<file path="config.mk">
export PLATFORM = sky130hd
export DESIGN_NAME = step_ramp_generator
export DESIGN_NICKNAME = d
export VERILOG_FILES = /design/src/rtl/step_ramp_generator.sv
export SDC_FILE = /design/constraint.sdc
export NUM_CORES = 1
export LEC_CHECK = 0
export CAP_MARGIN = 40
export CORE_MARGIN = 4
export CORE_UTILIZATION = 40
export CTS_BUF_LIST = sky130_fd_sc_hd__clkbuf_4 sky130_fd_sc_hd__clkbuf_8 sky130_fd_sc_hd__clkbuf_16
export DETAILED_ROUTE_END_ITERATION = 8
export PLACE_DENSITY = 0.59
export SLEW_MARGIN = 20
export SYNTH_ARGS = -nofsm -noshare
export SYNTH_HDL_FRONTEND = slang
export SYNTH_SLANG_ARGS = --single-unit
export TNS_END_PERCENT = 5
</file>
<file path="constraint.sdc">
create_clock -name clk_in -period 10.4 [get_ports clk_in]
set_clock_uncertainty 0.05 [all_clocks]
set_input_delay 2.08 -clock clk_in [delete_from_list [all_inputs] [get_ports clk_in]]
set_output_delay 2.08 -clock clk_in [all_outputs]
set_load 0.005 [all_outputs]
</file>
<file path="src/rtl/step_ramp_generator.sv">
// Trapezoidal step-period profile generator feeding motor_driver.
// The divider max value ramps START_PERIOD -> MIN_PERIOD -> START_PERIOD, and each step_in rising edge advances the profile.
module step_ramp_generator #(
    parameter int SPEED_W      = 64,
    parameter int CNT_W        = 32,
    parameter int START_PERIOD = 100,
    parameter int MIN_PERIOD   = 40,
    parameter int ACCEL_DELTA  = 20
) (
    input  logic               clk_in,
    input  logic               reset_n_in,
    input  logic               cmd_valid_in,
    output logic               cmd_ready_out,
    input  logic [CNT_W-1:0]   cmd_steps_in,
    input  logic               abort_in,
    input  logic               step_in,
    output logic [SPEED_W-1:0] speed_out,
    output logic               step_enable_out,
    output logic               busy_out,
    output logic               done_out
);

    // state  | meaning
    // IDLE   | waiting for a move command, step generation off
    // ACCEL  | period shrinking by ACCEL_DELTA per step
    // CRUISE | period held at MIN_PERIOD
    // DECEL  | period growing back toward START_PERIOD
    typedef enum logic [1:0] {IDLE, ACCEL, CRUISE, DECEL} state_t;

    localparam logic [SPEED_W:0]   START_X = (SPEED_W+1)'(START_PERIOD);
    localparam logic [SPEED_W:0]   MIN_X   = (SPEED_W+1)'(MIN_PERIOD);
    localparam logic [SPEED_W:0]   DELTA_X = (SPEED_W+1)'(ACCEL_DELTA);
    localparam logic [SPEED_W-1:0] START_S = SPEED_W'(START_PERIOD);
    localparam logic [SPEED_W-1:0] MIN_S   = SPEED_W'(MIN_PERIOD);
    localparam logic [CNT_W-1:0]   ONE_C   = CNT_W'(1);
    localparam logic [CNT_W-1:0]   ZERO_C  = '0;

    state_t             state, state_nxt;
    logic [CNT_W-1:0]   remaining, remaining_nxt;
    logic [CNT_W-1:0]   acc_cnt, acc_cnt_nxt;
    logic [SPEED_W-1:0] speed_nxt;
    logic               step_enable_nxt;
    logic               done_nxt;
    logic               step_prev;
    logic               edge_det;
    logic [CNT_W-1:0]   rem_dec;
    logic [SPEED_W:0]   speed_up, speed_dn;
    logic [SPEED_W-1:0] up_clamped, dn_clamped;
    logic [CNT_W:0]     abort_limit;

    always_ff @(posedge clk_in) begin
        if (!reset_n_in) begin
            state           <= IDLE;
            remaining       <= '0;
            acc_cnt         <= '0;
            speed_out       <= START_S;
            step_enable_out <= 1'b0;
            done_out        <= 1'b0;
            step_prev       <= 1'b0;
        end else begin
            state           <= state_nxt;
            remaining       <= remaining_nxt;
            acc_cnt         <= acc_cnt_nxt;
            speed_out       <= speed_nxt;
            step_enable_out <= step_enable_nxt;
            done_out        <= done_nxt;
            step_prev       <= step_in;
        end
    end

    always_comb begin
        edge_det   = step_in & ~step_prev;
        rem_dec    = remaining - ONE_C;
        speed_up   = {1'b0, speed_out} + DELTA_X;
        speed_dn   = {1'b0, speed_out} - DELTA_X;
        up_clamped = (speed_up > START_X) ? START_S : speed_up[SPEED_W-1:0];
        // A borrow out of the top bit means the subtraction wrapped below zero.
        dn_clamped = (speed_dn[SPEED_W] || (speed_dn < MIN_X)) ? MIN_S : speed_dn[SPEED_W-1:0];
    end

    always_comb begin
        state_nxt       = state;
        remaining_nxt   = remaining;
        acc_cnt_nxt     = acc_cnt;
        speed_nxt       = speed_out;
        step_enable_nxt = step_enable_out;
        done_nxt        = 1'b0;
        abort_limit     = '0;

        case (state)
            IDLE: begin
                if (cmd_valid_in) begin
                    if (cmd_steps_in != ZERO_C) begin
                        remaining_nxt   = cmd_steps_in;
                        acc_cnt_nxt     = '0;
                        speed_nxt       = START_S;
                        step_enable_nxt = 1'b1;
                        state_nxt       = ACCEL;
                    end else begin
                        done_nxt = 1'b1;
                    end
                end
            end
            default: begin
                if (edge_det) begin
                    remaining_nxt = rem_dec;
                    if (rem_dec == ZERO_C) begin
                        step_enable_nxt = 1'b0;
                        speed_nxt       = START_S;
                        acc_cnt_nxt     = '0;
                        done_nxt        = 1'b1;
                        state_nxt       = IDLE;
                    end else if (state == DECEL) begin
                        speed_nxt   = up_clamped;
                        acc_cnt_nxt = (acc_cnt == ZERO_C) ? ZERO_C : acc_cnt - ONE_C;
                    end else if (rem_dec <= acc_cnt) begin
                        // Steps left equal the steps spent accelerating: start ramp-down.
                        speed_nxt   = up_clamped;
                        acc_cnt_nxt = acc_cnt - ONE_C;
                        state_nxt   = DECEL;
                    end else if (state == ACCEL) begin
                        speed_nxt   = dn_clamped;
                        acc_cnt_nxt = acc_cnt + ONE_C;
                        if (dn_clamped == MIN_S) state_nxt = CRUISE;
                    end
                end

                // Abort acts on the post-edge result so a coincident edge is not lost.
                if (abort_in && (state_nxt == ACCEL || state_nxt == CRUISE)) begin
                    state_nxt   = DECEL;
                    abort_limit = {1'b0, acc_cnt_nxt} + {ZERO_C, 1'b1};
                    if ({1'b0, remaining_nxt} > abort_limit)
                        remaining_nxt = abort_limit[CNT_W-1:0];
                end
            end
        endcase
    end

    assign cmd_ready_out = (state == IDLE);
    assign busy_out      = (state != IDLE);

endmodule

</file>
**Word level (Yosys, flattened, before mapping)**

Index checks and enable logic that the tools add are counted.

- Register bits after elaboration: 133
- Input port bits: 37
- Output and inout bits: 68
- Logic and storage cells: 88

- $add $sub $neg: 6
- $lt $le $gt $ge: 4
- Equal/unequal tests: 7
- Muxes and demuxes: 48
- Bitwise operators: 2
- Reduce and logical (&&, ||, !) cells: 14

Operator list:

| cell | count |
|---|---|
| two-way mux 64 bit | 10 |
| two-way mux 32 bit | 17 |
| adder 64 x 5 -> 65 bit, second input constant | 1 |
| > comparator 65 x 7 -> 1 bit, second input constant | 1 |
| < comparator 65 x 6 -> 1 bit, second input constant | 1 |
| subtractor 64 x 5 -> 65 bit, second input constant | 1 |
| equality test 64 x 6 -> 1 bit, second input constant | 1 |
| zero test 32 bit | 2 |
| subtractor 32 x 1 -> 32 bit, second input constant | 2 |
| adder 32 x 1 -> 33 bit, second input constant | 1 |
| > comparator 32 x 33 -> 1 bit | 1 |
| adder 32 x 1 -> 32 bit, second input constant | 1 |
| <= comparator 32 bit | 1 |
| nonzero test 32 bit | 1 |
| two-way mux 2 bit | 11 |
| two-way mux 1 bit | 10 |
| AND reduction 4 bit | 2 |
| nonzero test 2 bit | 3 |
| nonzero test 5 bit | 1 |
| equality test 2 x 1 -> 1 bit, second input constant | 2 |
| equality test 2 bit, second input constant | 2 |
| zero test 2 bit | 1 |
| logical OR 1 bit | 2 |
| != test 2 x 1 -> 1 bit, second input constant | 1 |
| 5 further kinds | 5 |

**Logic depth before layout (Yosys ltp)**

Gate-level depths: netlist of the first run.

- Depth after elaboration: 17
- Mapped depth: 42
- Depth with buffers taken out: 36

**Least setup slack after synthesis of the first run**

Ideal clock, no wire load.

- Kind: register to register
- Start: register remaining[5]
- End: register remaining[1]
- Library setup time: 0.134 ns
- Arrival time: 8.085 ns
- Data required time: 10.216 ns
- Slack: 2.131 ns
- Stages on the path, launching flop included: 39
- Path buffers: 5
- Clock period less this slack: 8.269 ns
- Cell sequence: dfxtp_1 > buf_6 > nor4_4 > nand4_2 > buf_4 > or2_4 > nor4_1 > nand2_1 > xnor2_1 > ha_1 > nand4_1 > nor4_2 > inv_1 > or2_1 > o21ai_2 > mux2i_1 > a32o_1 > a211o_1 > [3 not listed] > a21o_1 > nand2_1 > ha_1 > a21o_1 > a21o_1 > a21o_1 > a21o_1 > a21o_1 > a21oi_1 > nor2b_1 > a2111oi_0 > o31ai_1 > nand4_1 > a31o_2 > buf_6 > buf_4 > mux2i_1 > a21oi_1

- Cells in the longest elaborated chain, start to end: 12
- Elaborated cells between the ends (all ways): 24
- Classes of those cells: 2 x add/sub; 2 x order compare; 2 x eq/ne; 15 x mux; 3 x reduce/logical

RTL lines:

| element | RTL line | RTL |
|---|---|---|
| from (decl) | 39 | `logic [CNT_W-1:0] remaining, remaining_nxt;` |
| from (signal assigned) | 62 | `remaining <= remaining_nxt;` |
| subtractor 32 x 1 -> 32 bit | 73 | `rem_dec = remaining - ONE_C;` |
| <= comparator 32 bit | 116 | `end else if (rem_dec <= acc_cnt) begin` |
| two-way mux 32 bit or two-way mux 2 bit (tied branches) | 116 |  |
| two-way mux 32 bit or two-way mux 2 bit (tied branches) | 113 | `end else if (state == DECEL) begin` |
| two-way mux 32 bit or two-way mux 2 bit (tied branches) | 107 | `if (rem_dec == ZERO_C) begin` |
| two-way mux 32 bit or two-way mux 2 bit (tied branches) | 105 | `if (edge_det) begin` |
| two-way mux 32 bit or two-way mux 2 bit (tied branches) | 90 | `case (state)` |
| adder 32 x 1 -> 33 bit, or another cell as far along | 131 | `abort_limit = {1'b0, acc_cnt_nxt} + {ZERO_C, 1'b1};` |
| > comparator 32 x 33 -> 1 bit or logical OR 1 bit (tied branches) | 132, 129 |  |
| two-way mux 32 bit or logical AND 1 bit (tied branches) | 132, 129 |  |
| two-way mux 32 bit * | 129 | `if (abort_in && (state_nxt == ACCEL \|\| state_nxt == CRUISE)) begin` |
| two-way mux 32 bit * | 90 |  |

Mark *: on every way between the ends. The rest lies on a longest branch, timed or not. The select of a mux whose other input is x is not followed.
A chain may end at the register's enable or synchronous reset.

**Worst setup path in the final report of the first run**

- Start: register remaining[0]
- End: register remaining[13]

Same word-level chain as after synthesis.

==> results of run 1 <==
[sequential cells by signal (all words and copies together) (netlist names)]
register	count
speed_out	64
acc_cnt	32
remaining	32
state	2
done_out	1
step_enable_out	1
step_prev	1
[report_power, final]
group          total [mW]  internal [mW]  switching (mW)
clock network       0.616          0.337           0.279
registers           0.815          0.594           0.221
logic                3.92           1.50            2.41
total                5.35           2.44            2.91
[cell usage in the layout, fill, tap and decap left out, types with 66 or more instances in the layout]
cell | synthesis | routed
a21oi_1 | 91 | 91
clkdlybuf4s50_1 | 0 | 104
dfxtp_1 | 133 | 133
ha_1 | 73 | 73
inv_1 | 66 | 66
nand2_1 | 174 | 174
nand3_1 | 90 | 90
nand4_1 | 69 | 69
nor2_1 | 157 | 155
nor3_1 | 95 | 95
nor4_1 | 69 | 68
o21ai_0 | 120 | 120
xnor2_1 | 76 | 76
[repair_timing]
action | in CTS | in global routing
resized for setup | 0 | 1
endpoints found under the hold margin | 0 | 0
endpoints found under the setup margin | 0 | 9
[area by class of cell]
class	instances	area, µm²
clock buffer	18	439
fill	3660	19400
timing repair buffer	147	1370
inverter	66	248
multi-input combinational	1655	10900
antenna	1	2.50
clock inverter	13	126
tap	461	577
sequential	133	2660
[worst register-to-register path, delay by kind of cell (launching register included)]
kind | cells | cell delay, ps
and+or+nand+nor | 11 | 3780
buffers and inverters | 4 | 640
muxes | 1 | 260
adders and majority gates | 3 | 1020
AOI/OAI and AO/OA | 11 | 3130
DFF | 1 | 420
xor gates and xnor gates | 1 | 130
[per-stage QoR]
step | cell area [µm²] | std cells | setup slack (ps)
after global routing | 16300 | 2493 | 127
after floorplan | 14500 | 2028 | 2130
final | 16300 | 2494 | 845
after CTS | 16300 | 2491 | 800
after detailed placement | 15700 | 2460 | 803
after global placement | 15600 | 2452 | 1010
[cells in the mapped netlist, types with 26 or more instances]
library cell / number / area (µm²)
nand2_1: 174 / 653
nor2_1: 157 / 589
dfxtp_1: 133 / 2660
clkbuf_1: 127 / 477
o21ai_0: 120 / 601
nor3_1: 95 / 475
a21oi_1: 91 / 455
nand3_1: 90 / 450
xnor2_1: 76 / 666
ha_1: 73 / 913
nand4_1: 69 / 432
nor4_1: 69 / 432
inv_1: 66 / 248
xor2_1: 56 / 490
or3_1: 39 / 244
or4_1: 31 / 233
a22o_1: 30 / 263
nand2b_1: 30 / 188
o31ai_1: 29 / 218
a31oi_1: 27 / 169
mux2i_1: 26 / 260
[cell families after synthesis]
logic type | Yosys count | synth area share, %
AOI/OAI and AO/OA | 505 | 23.6
adders and majority gates | 73 | 6.30
xor gates and xnor gates | 132 | 7.97
buffers and inverters | 240 | 6.87
and+or+nand+nor | 910 | 34.4
muxes | 35 | 2.52
DFF | 133 | 18.4
[per-layer routing]
layer / share of wire (%) / vias up / global-route usage (%) / wire length (µm)
met5: 0 / - / 0 / 0
met4: 5.4 / 0 / 14.7 / 3210
met3: 6.1 / 175 / 4.23 / 3640
met2: 48 / 777 / 51.4 / 28800
met1: 40 / 7804 / 36.5 / 24000
li1: - / 7562 / - / -
[worst min path at each step]
stage | start | to | slack, ps | cells past startpoint
after detailed placement | speed_out[0] | speed_out[0] | 430 | 1
after floorplan | step_enable_out | step_enable_out | 420 | 2
final | step_enable_out | step_enable_out | 440 | 2
after global placement | speed_out[0] | speed_out[0] | 420 | 1
after CTS | step_enable_out | step_enable_out | 440 | 2
after global routing | step_enable_out | step_enable_out | 450 | 2
==> results.yml, run 1 <==
clocking:
  htreeDepth: 4
  postCtsSetupBuffers: 0
  clk_pin_slew_ps: 70
  cts.sinks: 133
  postCtsHoldBufs: 0
  clock_latency_ps: 460
  cts-root-buf: "clkbuf_16"
  cts_tree: "done"
  clk_path_buf_depth: 2
  cts_buffers: 17
critical_path:
  r2r-start: "remaining[0]"
  start_kind: "register"
  critPathArrivalTime_ps: 9830
  reg2reg_slack_ps: 840
  startpoint: "remaining[0]"
  cp-end-kind: "register"
  crit_slowest_cell: "nor4_1"
  path_max_fanout: 21
  r2r_cells: 31
  crit_buf_inv: 4
  r2r-end: "remaining[13]"
  crit_type: "register to register"
  required_ps: 10680
  slowest_delay_ps: 620
  path_depth: 31
  cpLargestDelayFamily: "simple AND/OR/NAND/NOR gates"
  endpoint: "remaining[13]"
floorplanning:
  core-area_um2: 35700
  initial_core_util_pct: 40.7
  dieHeight_um: 198
  rows: 69
  dieArea_um2: 39400
  die_w_um: 198
  io_pins: 105
drt:
  drt-initial-drc-count: 1437
  firstDrtPassIters: 6
  vias_per_cell: 6.54
  antenna_left: 0
  wl_mm: 59.6
  routedWlPerCell_um: 23.9
  drc: 0
  vias: 16300
placed_design:
  hpwl_mm: 45.1
  gp_congestion: 0.992
  portBuffers: 104
yosys:
  synthFlopType: "dfxtp_1"
  synth_edf_count: 0
  ys_ff_latch: 133
  ys_seq_area_share_pct: 18.4
  synthesis.nets: 2138
  syn_inst: 2028
  yosys_warnings: 0
  syn_area_um2: 14500
  async_flop_share_pct: 0
  yosysUniqueCellTypes: 93
  synth_area_per_cell_um2: 7.15
global_route:
  antenna_found_initial: 0
  grt_use_total_pct: 29.8
  grt_pass1_wl_mm: 92.7
  grt-ovfl-total: 0
  grt_pass1_vias: 15700
  grt_max_degree: 48
final_layout:
  fin_nets: 2130
  drive_gt1_share_pct: 7.87
  syn2layout_area_growth_pct: 12.4
  final_util_pct: 45.7
timing:
  hold_viol_final: 0
  max-slew-margin-rel_pct: 38.9
  min_period_over_period_pct: 91.9
  timing.final.crit_period_ps: 9560
  worst_pin_slew_ps: 915
  final-setup-viol-count: 0
  grt_setup_unrepaired: "no"
  tns_ps: 0
  fin_hold_ws_ps: 440
  drv_slew: 0
  fmax_mhz: 105
run_status:
  status: "finished, final reports clean"
power:
  peakVddDrop_v: 0.000182
  p_per_area_nw_per_um2: 328
  fin_total_pwr_mw: 5.35
  p_leak_nw: 6.11
hold_path:
  hp-class: "register to register"
flow_run:
  cap_violations: 0
Note: power is estimated with default switching activity, not from simulation.
==> run 2: changes to the inputs <==
Settings changed: GPL_TIMING_DRIVEN set to 0.
==> results.yml, run 2 (synthesis gave the netlist of run 1 again) <==
critical_path:
  path_max_fanout: 10
  r2r-end: "remaining[1]"
  crit_type: "register to register"
  required_ps: 10660
  reg2reg_slack_ps: 350
  endpoint: "remaining[1]"
  crit_path_frequent_cell: "a21o_1"
  crit_slowest_cell: "nor4_4"
  slowest_delay_ps: 480
  critPathArrivalTime_ps: 10300
  startpoint: "remaining[0]"
  r2r-start: "remaining[0]"
  r2r_cells: 37
  cp-end-kind: "register"
  start_kind: "register"
clocking:
  clk_path_buf_depth: 2
  clock_latency_ps: 460
  htreeDepth: 4
  cts-root-buf: "clkbuf_16"
  cts_tree: "done"
  clk_pin_slew_ps: 70
  cts.sinks: 133
  cts_buffers: 17
floorplanning:
  rows: 69
  initial_core_util_pct: 40.7
  dieHeight_um: 198
  dieArea_um2: 39400
  core-area_um2: 35700
  io_pins: 105
  die_w_um: 198
drt:
  drc: 0
  vias_per_cell: 6.48
  wl_mm: 70.4
  antenna_left: 0
  drt-initial-drc-count: 1794
  vias: 17100
  routedWlPerCell_um: 26.7
  firstDrtPassIters: 6
global_route:
  grt_pass1_wl_mm: 104
  grt_pass1_vias: 16500
  grt_use_total_pct: 34.8
  antenna_found_initial: 1
  grt_max_degree: 17
  grt-ovfl-total: 0
timing:
  fmax_mhz: 99.5
  timing.final.crit_period_ps: 10050
  hold_viol_final: 0
  tns_ps: 0
  max-slew-margin-rel_pct: 36.3
  final-setup-viol-count: 0
  worst_pin_slew_ps: 931
  min_period_over_period_pct: 96.6
  grt_setup_unrepaired: "yes"
  drv_slew: 0
final_layout:
  final_cell_mix: "174 x nand2_1, 157 x nor2_1, 133 x dfxtp_1, 126 x clkbuf_1, 119 x o21ai_0"
  largest_reg_flops: 64
  drive_gt1_share_pct: 7.54
  top_regs: "speed_out: 64 flops, acc_cnt: 32 flops, remaining: 32 flops"
  fin_nets: 2271
  top_register: "speed_out"
  fin_cells: 2636
  seqCellArea_um2: 2660
  syn2layout_area_growth_pct: 16.5
  final_common_cell: "nand2_1"
  multiInputGateArea_um2: 10900
  nFillCells: 3676
placed_design:
  gp_congestion: 1.00
  dp_cells: 2599
  hpwl_mm: 55.1
  portBuffers: 104
flow_run:
  cap_violations: 0
hold_path:
  hold_start: "step_enable_out"
  hp-class: "register to register"
power:
  p_leak_nw: 6.32
  peakVddDrop_v: 0.000225
  p_per_area_nw_per_um2: 333
run_status:
  status: "finished, final reports clean"
==> run 2: cell count changes in the layout (fill, tap and decap cells not counted), sizes merged <==
cell      change
clkinvlp      -1
inv           -3
clkinv        +1
bufinv        +3
buf          +14
clkbuf      +128
==> run 2: routing by layer <==
metal / share of wire (%) / routed length, µm / vias to the layer above / GRT usage, %
met2: 48 / 33800 / 861 / 60.7
li1: - / - / 7861 / -
met4: 6.9 / 4840 / 2 / 20.4
met5: 0.018 / 13 / - / 0
met3: 6.6 / 4680 / 228 / 5.23
met1: 38 / 27000 / 8141 / 40.4
==> run 2: what timing repair did <==
item | 4_1_cts | 5_1_grt
hold buffers | 0 | 0
setup buffers | 0 | 3
endpoints found under the setup margin | 15 | 32
gates resized for setup | 1 | 10
==> run 2: power by group <==
part           total, mW  internal [mW]  switching, mW  leakage, nW
clock network      0.686          0.410          0.277        0.303
logic               4.25           1.53           2.72         4.93
registers          0.680          0.593         0.0873         1.08
total               5.62           2.54           3.08         6.32
==> run 2: worst min path at each step <==
stage / end / slack, ps / cells after the start
final: step_enable_out / 430 / 2
after global routing: step_enable_out / 450 / 2
after CTS: step_enable_out / 430 / 2
after detailed placement: step_enable_out / 420 / 2
after global placement: step_enable_out / 420 / 2
after floorplan: step_enable_out / 420 / 2
==> run 2: per-stage QoR <==
stage | hold slack (ps) | util, % | worst slack, ps | total power [mW] | area [µm²]
2_1_floorplan | 420 | - | 2130 | 3.53 | 14500
3_3_place_gp | 420 | 45.2 | -20.6 | 4.72 | 16100
3_5_place_dp | 420 | 45.4 | -49.9 | 4.77 | 16200
4_1_cts | 429 | 47.1 | 0.905 | 5.48 | 16800
5_1_grt | 452 | 47.4 | -16.7 | 5.98 | 16900
6_report | 430 | 47.4 | 354 | 5.62 | 16900
==> run 2: cell type report <==
type	instances	share of cell area [%]
timing repair buffer	114	6.59
buffer	174	4.44
multi-input combinational	1655	64.6
inverter	66	1.47
clock inverter	13	1.07
sequential	133	15.8
clock buffer	19	2.64
antenna	1	0.0148
tap	461	3.41
==> run 2: worst max-delay path: cells and delay by family (launching register included) <==
family / cells / cell delay (ps)
and+or+nand+nor: 13 / 3640
AOI/OAI and AO/OA: 13 / 2990
buffers and inverters: 6 / 1400
adders and majority gates: 2 / 670
xor gates and xnor gates: 2 / 560
DFF: 1 / 350
muxes: 1 / 210
